===== src/rtl/or32_bus_pkg.sv =====
// Shared types and constants for the OR32 two-master bus arbiter.
// Defines the FSM state encoding, the bus widths and the captured request record.
// Contains no logic; latency and backpressure are properties of the modules that import it.
package or32_bus_pkg;

    localparam int BUS_ADDR_W = 32;
    localparam int BUS_WE_W   = 4;

    typedef logic [0:0] arb_state_t;
    localparam arb_state_t ST_IDLE = 1'b0;
    localparam arb_state_t ST_WAIT = 1'b1;

    typedef struct packed {
        logic [BUS_ADDR_W-1:0] addr;
        logic [BUS_ADDR_W-1:0] dat_w;
        logic [BUS_WE_W-1:0]   we;
    } bus_req_t;

endpackage


===== src/rtl/or32_bus_req_slot.sv =====
// Single-entry request holder for one master: a capture register plus a pending flag.
// Latency: a strobe is captured on the edge it is sampled, so pending is visible the next cycle.
// Backpressure: strobes that arrive while the slot is full are dropped; a slot emptied by i_clr accepts a strobe on that same edge.
module or32_bus_req_slot
    import or32_bus_pkg::*;
(
    input  logic                  i_clk,
    input  logic                  i_rst_n,
    input  logic                  i_stb,
    input  logic [BUS_ADDR_W-1:0] i_addr,
    input  logic [BUS_ADDR_W-1:0] i_dat_w,
    input  logic [BUS_WE_W-1:0]   i_we,
    input  logic                  i_clr,
    output logic                  o_pending,
    output bus_req_t              o_req
);

    logic     pending_q, pending_d;
    bus_req_t req_q, req_d;
    logic     capture;

    // Freeing and refilling on one edge lets a master re-request back to back on its ack.
    assign capture = i_stb && (!pending_q || i_clr);

    always_comb begin
        pending_d = pending_q;
        req_d     = req_q;
        if (capture) begin
            pending_d   = 1'b1;
            req_d.addr  = i_addr;
            req_d.dat_w = i_dat_w;
            req_d.we    = i_we;
        end else if (i_clr) begin
            pending_d = 1'b0;
        end
    end

    always_ff @(posedge i_clk or negedge i_rst_n) begin
        if (!i_rst_n) begin
            pending_q <= 1'b0;
            req_q     <= '0;
        end else begin
            pending_q <= pending_d;
            req_q     <= req_d;
        end
    end

    assign o_pending = pending_q;
    assign o_req     = req_q;

endmodule


===== src/rtl/or32_bus_arbiter.sv =====
// Two-master to one-slave arbiter (fixed priority, or round-robin with OR32_ARB_ROUND_ROBIN_EN).
// Latency: master strobe at edge N -> slave strobe sampled high at edge N+2; slave ack -> master ack the next cycle.
// Backpressure: one outstanding slave transaction; each master holds one request, extra strobes are dropped.
module or32_bus_arbiter
    import or32_bus_pkg::*;
#(
    parameter int ADDR_W = 32
)
(
    input  logic                i_clk,
    input  logic                i_rst_n,

    input  logic [ADDR_W-1:0]   i_m0_addr,
    input  logic [ADDR_W-1:0]   i_m0_dat_w,
    input  logic [BUS_WE_W-1:0] i_m0_we,
    input  logic                i_m0_stb,
    output logic [ADDR_W-1:0]   o_m0_dat_r,
    output logic                o_m0_ack,

    input  logic [ADDR_W-1:0]   i_m1_addr,
    input  logic [ADDR_W-1:0]   i_m1_dat_w,
    input  logic [BUS_WE_W-1:0] i_m1_we,
    input  logic                i_m1_stb,
    output logic [ADDR_W-1:0]   o_m1_dat_r,
    output logic                o_m1_ack,

    output logic [ADDR_W-1:0]   o_s_addr,
    output logic [ADDR_W-1:0]   o_s_dat_w,
    output logic [BUS_WE_W-1:0] o_s_we,
    output logic                o_s_stb,
    input  logic [ADDR_W-1:0]   i_s_dat_r,
    input  logic                i_s_ack,

    output logic                o_busy,
    output logic                o_grant
);

    arb_state_t            state_q, state_d;
    logic                  grant_q, grant_d;
    logic [ADDR_W-1:0]     s_addr_q, s_addr_d;
    logic [ADDR_W-1:0]     s_dat_w_q, s_dat_w_d;
    logic [BUS_WE_W-1:0]   s_we_q, s_we_d;
    logic                  s_stb_q, s_stb_d;
    logic                  busy_q, busy_d;
    logic [ADDR_W-1:0]     m0_dat_r_q, m0_dat_r_d;
    logic [ADDR_W-1:0]     m1_dat_r_q, m1_dat_r_d;
    logic                  m0_ack_q, m0_ack_d;
    logic                  m1_ack_q, m1_ack_d;

    logic                  pend0, pend1;
    bus_req_t              req0, req1, win_req;
    logic                  ack_fire, issue, win, clr0, clr1;

    assign ack_fire = (state_q == ST_WAIT) && i_s_ack;
    assign issue    = (state_q == ST_IDLE) && (pend0 || pend1);
    assign clr0     = ack_fire && !grant_q;
    assign clr1     = ack_fire && grant_q;

    or32_bus_req_slot u_slot0 (
        .i_clk     (i_clk),
        .i_rst_n   (i_rst_n),
        .i_stb     (i_m0_stb),
        .i_addr    (i_m0_addr),
        .i_dat_w   (i_m0_dat_w),
        .i_we      (i_m0_we),
        .i_clr     (clr0),
        .o_pending (pend0),
        .o_req     (req0)
    );

    or32_bus_req_slot u_slot1 (
        .i_clk     (i_clk),
        .i_rst_n   (i_rst_n),
        .i_stb     (i_m1_stb),
        .i_addr    (i_m1_addr),
        .i_dat_w   (i_m1_dat_w),
        .i_we      (i_m1_we),
        .i_clr     (clr1),
        .o_pending (pend1),
        .o_req     (req1)
    );

`ifdef OR32_ARB_ROUND_ROBIN_EN
    // grant_q only changes at issue, so it doubles as the last-granted master.
    assign win = (pend0 && pend1) ? ~grant_q : pend1;
`else
    assign win = ~pend0;
`endif

    assign win_req = win ? req1 : req0;

    always_comb begin
        state_d    = state_q;
        grant_d    = grant_q;
        s_addr_d   = s_addr_q;
        s_dat_w_d  = s_dat_w_q;
        s_we_d     = s_we_q;
        s_stb_d    = 1'b0;
        busy_d     = busy_q;
        m0_dat_r_d = m0_dat_r_q;
        m1_dat_r_d = m1_dat_r_q;
        m0_ack_d   = 1'b0;
        m1_ack_d   = 1'b0;

        if (issue) begin
            state_d   = ST_WAIT;
            grant_d   = win;
            s_addr_d  = win_req.addr;
            s_dat_w_d = win_req.dat_w;
            s_we_d    = win_req.we;
            s_stb_d   = 1'b1;
            busy_d    = 1'b1;
        end

        // An ack with no transaction outstanding is stale and falls through untouched.
        if (ack_fire) begin
            state_d = ST_IDLE;
            s_we_d  = '0;
            busy_d  = 1'b0;
            if (grant_q) begin
                m1_dat_r_d = i_s_dat_r;
                m1_ack_d   = 1'b1;
            end else begin
                m0_dat_r_d = i_s_dat_r;
                m0_ack_d   = 1'b1;
            end
        end
    end

    always_ff @(posedge i_clk or negedge i_rst_n) begin
        if (!i_rst_n) begin
            state_q    <= ST_IDLE;
            grant_q    <= 1'b1;
            s_addr_q   <= '0;
            s_dat_w_q  <= '0;
            s_we_q     <= '0;
            s_stb_q    <= 1'b0;
            busy_q     <= 1'b0;
            m0_dat_r_q <= '0;
            m1_dat_r_q <= '0;
            m0_ack_q   <= 1'b0;
            m1_ack_q   <= 1'b0;
        end else begin
            state_q    <= state_d;
            grant_q    <= grant_d;
            s_addr_q   <= s_addr_d;
            s_dat_w_q  <= s_dat_w_d;
            s_we_q     <= s_we_d;
            s_stb_q    <= s_stb_d;
            busy_q     <= busy_d;
            m0_dat_r_q <= m0_dat_r_d;
            m1_dat_r_q <= m1_dat_r_d;
            m0_ack_q   <= m0_ack_d;
            m1_ack_q   <= m1_ack_d;
        end
    end

    assign o_s_addr   = s_addr_q;
    assign o_s_dat_w  = s_dat_w_q;
    assign o_s_we     = s_we_q;
    assign o_s_stb    = s_stb_q;
    assign o_busy     = busy_q;
    assign o_grant    = grant_q;
    assign o_m0_dat_r = m0_dat_r_q;
    assign o_m1_dat_r = m1_dat_r_q;
    assign o_m0_ack   = m0_ack_q;
    assign o_m1_ack   = m1_ack_q;

endmodule


===== config.mk =====
export PLATFORM = sky130hd
export DESIGN_NAME = or32_bus_arbiter
export DESIGN_NICKNAME = d
export VERILOG_FILES = /design/src/rtl/or32_bus_pkg.sv /design/src/rtl/or32_bus_req_slot.sv /design/src/rtl/or32_bus_arbiter.sv
export SDC_FILE = /design/constraint.sdc
export NUM_CORES = 1
export LEC_CHECK = 0
export CORE_MARGIN = 2
export CORE_UTILIZATION = 48
export DETAILED_ROUTE_END_ITERATION = 8
export HOLD_SLACK_MARGIN = 0.12
export PLACE_DENSITY = 0.81
export SLEW_MARGIN = 20
export SYNTH_ARGS = -nofsm -noshare
export SYNTH_HDL_FRONTEND = slang
export SYNTH_SLANG_ARGS = --single-unit

===== constraint.sdc =====
create_clock -name i_clk -period 2.1 [get_ports i_clk]
set_clock_uncertainty 0.2 [all_clocks]
set_input_delay 0.42 -clock i_clk [delete_from_list [all_inputs] [get_ports i_clk]]
set_output_delay 0.42 -clock i_clk [all_outputs]
set_load 0.03 [all_outputs]

Yosys cells after proc, flatten, opt, wreduce, memory -nomap -nowiden --
Cells that the tools add are included.
Word-level totals: flip-flop bits (word level) 275, input port bits 173, output and inout port bits 137
Cells by class: mux-type cells 14, bitwise gates (word level) 3, reduce and logical (&&, ||, !) cells 17
Operators by type and width (count):
- 2-to-1 mux 68 bit | 1
- 2-to-1 mux 1 bit | 11
- 2-to-1 mux 4 bit | 2
- logical AND 1 bit | 6
- nonzero test 2 bit | 3
- AND reduction 2 bit | 2
- zero test 1 bit | 3
- logical OR 1 bit | 3
- inverter 1 bit | 3

Depth between registers and ports, before layout --
Gate-level depths: netlist (run 1).
depth after elaboration 5, depth in mapped cells 6, depth with buffers taken out 3

Modules after synthesis --
Synthesis (run 1) repeated with hierarchy kept, for this count alone.
Second synthesis, totals: cells, all modules 668, area, all modules 11568.6 µm²
Modules (own cells, without submodules):
- or32_bus_arbiter | instances 1, cells an instance 374, area each 6273.5 µm²
- or32_bus_req_slot | instances 2, cells an instance 147, area each 2647.5 µm²

Least setup slack after synthesis (run 1) --
No wires, ideal clock.
path kind reg2reg, start point register grant_q (netlist: o_grant), end point register u_slot1.req_q (netlist bit u_slot1.o_req[0]), arrival 1.689 ns, required time 1.773 ns, setup slack 0.084 ns, cell stages (with the launch flop) 6, period minus slack after synthesis 2.016 ns, cells stage by stage dfstp_2 > nand3_2 > a21boi_2 > buf_4 > buf_6 > mux2_1
On the way: longest elaborated chain between the ends 3
Ends and longest elaborated chain:
- from (decl) | line or32_bus_arbiter.sv:39 | logic grant_q, grant_d;
- from (signal assigned) | line or32_bus_arbiter.sv:145 | grant_q <= grant_d;
- logical AND 1 bit | line or32_bus_arbiter.sv:57 | assign clr1 = ack_fire && grant_q;
- logical OR 1 bit | line or32_bus_req_slot.sv:23 | assign capture = i_stb && (!pending_q || i_clr);
- logical AND 1 bit | line or32_bus_req_slot.sv:23
- to (signal assigned) | line or32_bus_req_slot.sv:44 | req_q <= req_d;
- to (decl) | line or32_bus_req_slot.sv:19 | bus_req_t req_q, req_d;
Every way passes these cells. A chain may end at the register's enable or synchronous reset.

Final worst setup path (run 1) --
start point register busy_q (netlist: o_busy), end point output o_busy
RTL lines:
- from (decl) | line or32_bus_arbiter.sv:44 | logic busy_q, busy_d;
- from (signal assigned) | line or32_bus_arbiter.sv:150 | busy_q <= busy_d;
- to (decl) | line or32_bus_arbiter.sv:34 | output logic o_busy,
No word-level cell between the ends.

==> results.cfg, run 1 <==
[drt]
drtAntennaViolNets = 0
vias_per_cell = 5.20
detailedRoute.firstPassIterationCount = 4
route.vias.total = 7069
route.detailed.drc = 0
wirelength_um = 26000
wl_per_cell_um = 19.1
drt_iter0_drc = 242

[logic_synthesis]
synth_top_family_by_area = multiplexers
synth_compound_area_frac = 0.0384
synth_seq_cells = 275
number_of_distinct_library_cells_after_synthesis = 23
syn_avg_cell_area_um2 = 14.6
yosysTopAreaCellShare = 0.638
yosys.area_share.xor_xnor = 0
seq_area_frac_synth = 0.641
synth_simple_gate_area_frac = 0.0270
synth_adder_area_share = 0
yosys-top-cells-area = dfrtp_1, mux2_2, mux2i_1, o21ai_0, mux2_1
yosys_warnings = 0
syn-instance-count = 736
syn_nets = 909
syn-cell-area_um2 = 10700
netlist.top_cell.by_area = dfrtp_1
synth.mux.area_fraction = 0.272

[global_routing]
grt_overflow_total = 0
global_route.usage.total = 0.219
fraction_of_met2_tracks_used_by_global_routing = 0.379
maximum_number_of_pins_on_one_net_before_global_route_repair = 71
grtUsageMet3 = 0.0637
grt_antenna_before_repair = 0
layer_with_the_highest_usage_after_global_routing = met2
grt_pass1_vias = 7722
grt_first_pass_wirelength_um = 41400
globalRouteMet1Util = 0.272

[layout]
area_growth_pct = 41.0
layout-drive-gt1-share = 0.235
highest_count_cells_in_the_layout_ignoring_fill_and_taps = dfrtp_1, mux2_2, clkdlybuf4s50_1
nNetsFinal = 1232
antenna_cells = 0
layoutNonFillerInstCount = 1359
mostFrequentLayoutCell = dfrtp_1

[worst_hold_path]
worstHoldPathType = input pin to asynchronous set/reset pin

[pwr]
power_leakage_nw = 7.06
p_per_area_nw_per_um2 = 1270
power.ir.vdd_worst_uv = 818

[place]
buffer_ports.inserted = 309
numPlacedInstances = 1307
detailed_place_hpwl_um = 18000
post-place-ws_ns = -0.256
globalplace.congestion = 0.778

[floorplan]
core-area_um2 = 21900
floorplan.die.width_um = 154
design.die.area_um2 = 23600
die-height_um = 154
std_cell_rows = 54
floorplan.io_pins = 310
floorplan.initialDensity = 0.491

[sta]
final_hold_fails = 0
fmaxAchievable_ghz = 0.492
timing.final.crit_period_ns = 2.03
tightest_slew_ns = 0.577
grt_setup_unrepaired = no
timing.final.setup_violations = 0
finalCritPeriodShare = 0.967
postLayoutSetupSlackWorst_ns = 0.0683
slew_headroom = 0.615
final-max-slew-violation-count = 0

[critical_path]
worst_path_max_delay_cell = dfrtp_1
timing.critical_path.to_type = output port
critical_path.startpoint_type = flop
crit_path_max_fanout = 6
timing_worst_setup_path_type = flop to output port
crit_required_ns = 1.48
crit_path_cell_trace = clkdlybuf4s15_1
cp_top_family = flip-flops
worstPathBufferInverterCount = 1
slowest_delay_ns = 0.45
timing.critical_path.arrival_ns = 1.41

[clocking]
cts_setup_buffers = 0
clk_pin_slew_ns = 0.06
ctsLongestPathBuffers = 3
clk-insertion-delay-late_ns = 0.53
tritoncts_clock_tree = done
clock_sinks = 275
number_of_buffers_added_by_the_clock_tree_synthesis_step = 29
cts_max_level = 1
clockRootBuffer = clkbuf_16

[run_status]
run_status = complete, no violations

[run]
maxCapViolCount = 0
[flip-flops by register name, summed over array words and instances, names as in the netlist, 4 cells and up]
signal,flops
o_m0_dat_r,32
u_slot1.o_req,68
u_slot0.o_req,68
o_s_we,4
o_s_dat_w,32
o_m1_dat_r,32
o_s_addr,32
[cell type report]
cell class	instances	area [um2]
Clock buffer	45	876
Clock inverter	6	66.3
Fill cell	1629	6740
Inverter	3	11.3
Multi-Input combinational cell	415	3650
Sequential cell	275	6890
Tap cell	280	350
Timing Repair Buffer	335	3310
[layer usage]
metal	part of all wire	up-vias
met3	0.085	46
met2	0.50	251
li1	-	3225
met1	0.40	3547
met4	0.023	0
met5	0	-
[metrics by stage]
stage                     power [mW]  TNS, ns  utilization  cell area (um2)  hold WS (ns)
after floorplan                 11.9        0            -            10700       -0.0756
after global placement          14.7   -28.70        0.656            14400         0.134
after detailed placement        15.0   -34.67        0.656            14400         0.137
after CTS                       19.4        0        0.692            15200         0.161
after global routing            20.2        0        0.692            15200         0.182
final                           19.2        0        0.692            15200         0.174
[worst reg2reg max path, cell delays in order, from the launching register on]
cell	delay, ns
dfstp_2	0.60
nand3b_2	0.18
buf_4	0.46
mux2_2	0.43
[cells in the mapped netlist (all sizes together)]
cell type and instances:
dfstp 1, a21o 2, nand2 66, inv 3, a211o 1, nand3b 1
o31a 1, o21bai 1, a21boi 2, o21ai 68, o211a 1, mux2i 67
clkbuf 9, dfrtp 274, buf 34, mux2 200, nand3 4, nor2b 1
[kinds of logic after synthesis]
group | count (synthesis)
DFF | 275
buffers and inverters | 46
and+or+nand+nor | 72
muxes | 267
AOI/OAI and AO/OA | 76
[power breakdown]
| part | total, mW | internal [mW] | switching, mW | leakage (nW) |
|---|---|---|---|---|
| sequential | 8.18 | 7.21 | 0.968 | 3.27 |
| clock | 4.99 | 2.97 | 2.02 | 0.465 |
| combinational | 6.02 | 2.68 | 3.33 | 3.32 |
| total | 19.2 | 12.9 | 6.32 | 7.06 |
[repair_timing]
item                                    CTS  global route
endpoints found under the hold margin   274             0
gates resized for setup                 136             1
hold buffers                              1             0
endpoints found under the setup margin  136             1
[worst paths after layout]
check	from	endpoint	slack, ns	depth (start not counted)
worst max-delay path	o_busy$_DFFE_PN0P_	o_busy	0.07	1
worst min-delay path	i_rst_n	o_s_addr[0]$_DFFE_PN0P_	0.17	2
min in group i_clk	i_m0_we[1]	u_slot0.o_req[1]$_DFFE_PN0P_	0.28	2
max in group asynchronous	i_rst_n	u_slot1.o_req[65]$_DFFE_PN0P_	0.89	3
worst min register to register	o_s_addr[0]$_DFFE_PN0P_	o_s_addr[0]$_DFFE_PN0P_	0.28	2
worst max register to register	o_grant$_DFFE_PN1P_	o_m0_dat_r[6]$_DFFE_PN0P_	0.11	3
Power figures use the tool's default switching activity.
==> inputs of run 2 (changes only) <==
--- a/config.mk
+++ b/config.mk
@@ -8,6 +8,7 @@
 export CORE_MARGIN = 2
 export CORE_UTILIZATION = 48
 export DETAILED_ROUTE_END_ITERATION = 8
+export GPL_TIMING_DRIVEN = 0
 export HOLD_SLACK_MARGIN = 0.12
 export PLACE_DENSITY = 0.81
 export SLEW_MARGIN = 20
==> results.cfg, run 2 (synthesis results as in run 1) <==
[run_status]
run_status = complete, no violations

[sta]
slew_headroom = 0.512
timing.final.setup_violations = 0
grt_setup_unrepaired = no
tightest_slew_ns = 0.731
timing.final.crit_period_ns = 1.99
fmaxAchievable_ghz = 0.503
final-max-slew-violation-count = 0
finalCritPeriodShare = 0.946
final_hold_fails = 0

[critical_path]
worst_r2r_path_depth = 5
cp_top_family = buffers and inverters
reg2reg_from = o_grant$_DFFE_PN1P_
critical_path.endpoint = o_s_we[0]
timing_worst_setup_path_type = flop to output port
worst_path_max_delay_cell = dlygate4sd2_1
endpoint_of_the_lowest_slack_register_to_register_path = u_slot1.o_req[30]$_DFFE_PN0P_
timing.critical_path.depth = 1
worstPathBufferInverterCount = 1
rrSetupSlack_ns = 0.12
timing.critical_path.to_type = output port
timing.critical_path.from = o_s_we[0]$_DFFE_PN0P_
slowest_delay_ns = 0.47
timing.critical_path.arrival_ns = 1.37
crit_path_max_fanout = 2
crit_path_cell_trace = dlygate4sd2_1
critical_path.startpoint_type = flop
crit_required_ns = 1.48

[drt]
drtAntennaViolNets = 0
route.vias.total = 7292
vias_per_cell = 5.25
wl_per_cell_um = 19.8
drt_iter0_drc = 292
route.detailed.drc = 0
detailedRoute.firstPassIterationCount = 4
wirelength_um = 27500

[floorplan]
floorplan.io_pins = 310
floorplan.die.width_um = 154
floorplan.initialDensity = 0.491
die-height_um = 154
std_cell_rows = 54
design.die.area_um2 = 23600
core-area_um2 = 21900

[place]
detailed_place_hpwl_um = 19300
buffer_ports.inserted = 309
globalplace.congestion = 0.785
numPlacedInstances = 1328

[layout]
layout-drive-gt1-share = 0.246
final_core_utilization = 0.695
highest_count_cells_in_the_layout_ignoring_fill_and_taps = dfrtp_1, mux2_2, clkdlybuf4s50_1
nNetsFinal = 1259
layoutNonFillerInstCount = 1388
area_growth_pct = 41.7
antenna_cells = 0
mostFrequentLayoutCell = dfrtp_1
layout.filler_cells = 1619

[pwr]
power.ir.vdd_worst_uv = 1020
p_per_area_nw_per_um2 = 1290
power_leakage_nw = 7.13

[global_routing]
global_route.usage.total = 0.233
grt_first_pass_wirelength_um = 43900
grt_overflow_total = 0
grt_antenna_before_repair = 0
grt_pass1_vias = 7917
maximum_number_of_pins_on_one_net_before_global_route_repair = 96

[clocking]
cts_max_level = 1
number_of_buffers_added_by_the_clock_tree_synthesis_step = 29
clock_sinks = 275
clockRootBuffer = clkbuf_16
ctsLongestPathBuffers = 3
clk_pin_slew_ns = 0.06
clk-insertion-delay-late_ns = 0.54
tritoncts_clock_tree = done

[run]
maxCapViolCount = 0

[worst_hold_path]
worstHoldPathType = input pin to asynchronous set/reset pin
-- run 2: how the worst min path moves through the flow --
stage / from / endpoint / slack (ns) / cells past startpoint
2_1_floorplan: i_rst_n / o_busy$_DFFE_PN0P_ / -0.08 / 0
3_3_place_gp: u_slot1.o_req[2]$_DFFE_PN0P_ / u_slot1.o_req[2]$_DFFE_PN0P_ / 0.26 / 1
3_5_place_dp: i_rst_n / o_m0_dat_r[7]$_DFFE_PN0P_ / 0.11 / 1
4_1_cts: i_rst_n / o_m0_dat_r[7]$_DFFE_PN0P_ / 0.14 / 2
5_1_grt: i_rst_n / o_m0_dat_r[3]$_DFFE_PN0P_ / 0.15 / 2
6_report: i_rst_n / o_m0_dat_r[3]$_DFFE_PN0P_ / 0.14 / 2
-- run 2: area by class of cell --
cell class / count / area (um2) / share of cell area
Inverter: 3 / 11.3 / 0.000740
Multi-Input combinational cell: 415 / 3660 / 0.240
Timing Repair Buffer: 319 / 3060 / 0.201
Sequential cell: 275 / 6880 / 0.452
Buffer: 43 / 236 / 0.0155
Clock inverter: 13 / 174 / 0.0114
Tap cell: 280 / 350 / 0.0230
Clock buffer: 40 / 847 / 0.0556
-- run 2: metrics by stage --
stage          worst slack [ns]  instance area, um2  hold WS [ns]  TNS (ns)  power [mW]
2_1_floorplan            0.0839               10700       -0.0756         0        11.9
6_report                  0.114               15200         0.137         0        19.6
3_3_place_gp             -11.34               14200         0.261  -3201.02        14.7
4_1_cts                  0.0126               15200         0.138         0        19.8
3_5_place_dp             -0.760               14300         0.108    -97.18        15.0
5_1_grt                 0.00618               15200         0.147         0        20.6
-- run 2: timing repair --
action                                  CTS  global route
hold buffers                              1             0
gates resized for setup                 145             9
endpoints found under the hold margin   196             0
pin swaps                                 2             1
endpoints found under the setup margin  273           148
buffers inserted                          3             3
-- run 2: power by group --
part / switching (mW) / internal [mW] / total [mW]
clock network: 2.07 / 3.30 / 5.37
registers: 0.974 / 7.21 / 8.18
logic: 3.40 / 2.65 / 6.05
total: 6.44 / 13.2 / 19.6
-- run 2: routing by layer --
| layer | share of wire | vias to the layer above | track usage |
|---|---|---|---|
| met4 | 0.030 | 0 | 0.0769 |
| li1 | - | 3289 | - |
| met5 | 0 | - | 0 |
| met1 | 0.41 | 3675 | 0.297 |
| met2 | 0.48 | 273 | 0.386 |
| met3 | 0.080 | 55 | 0.0654 |
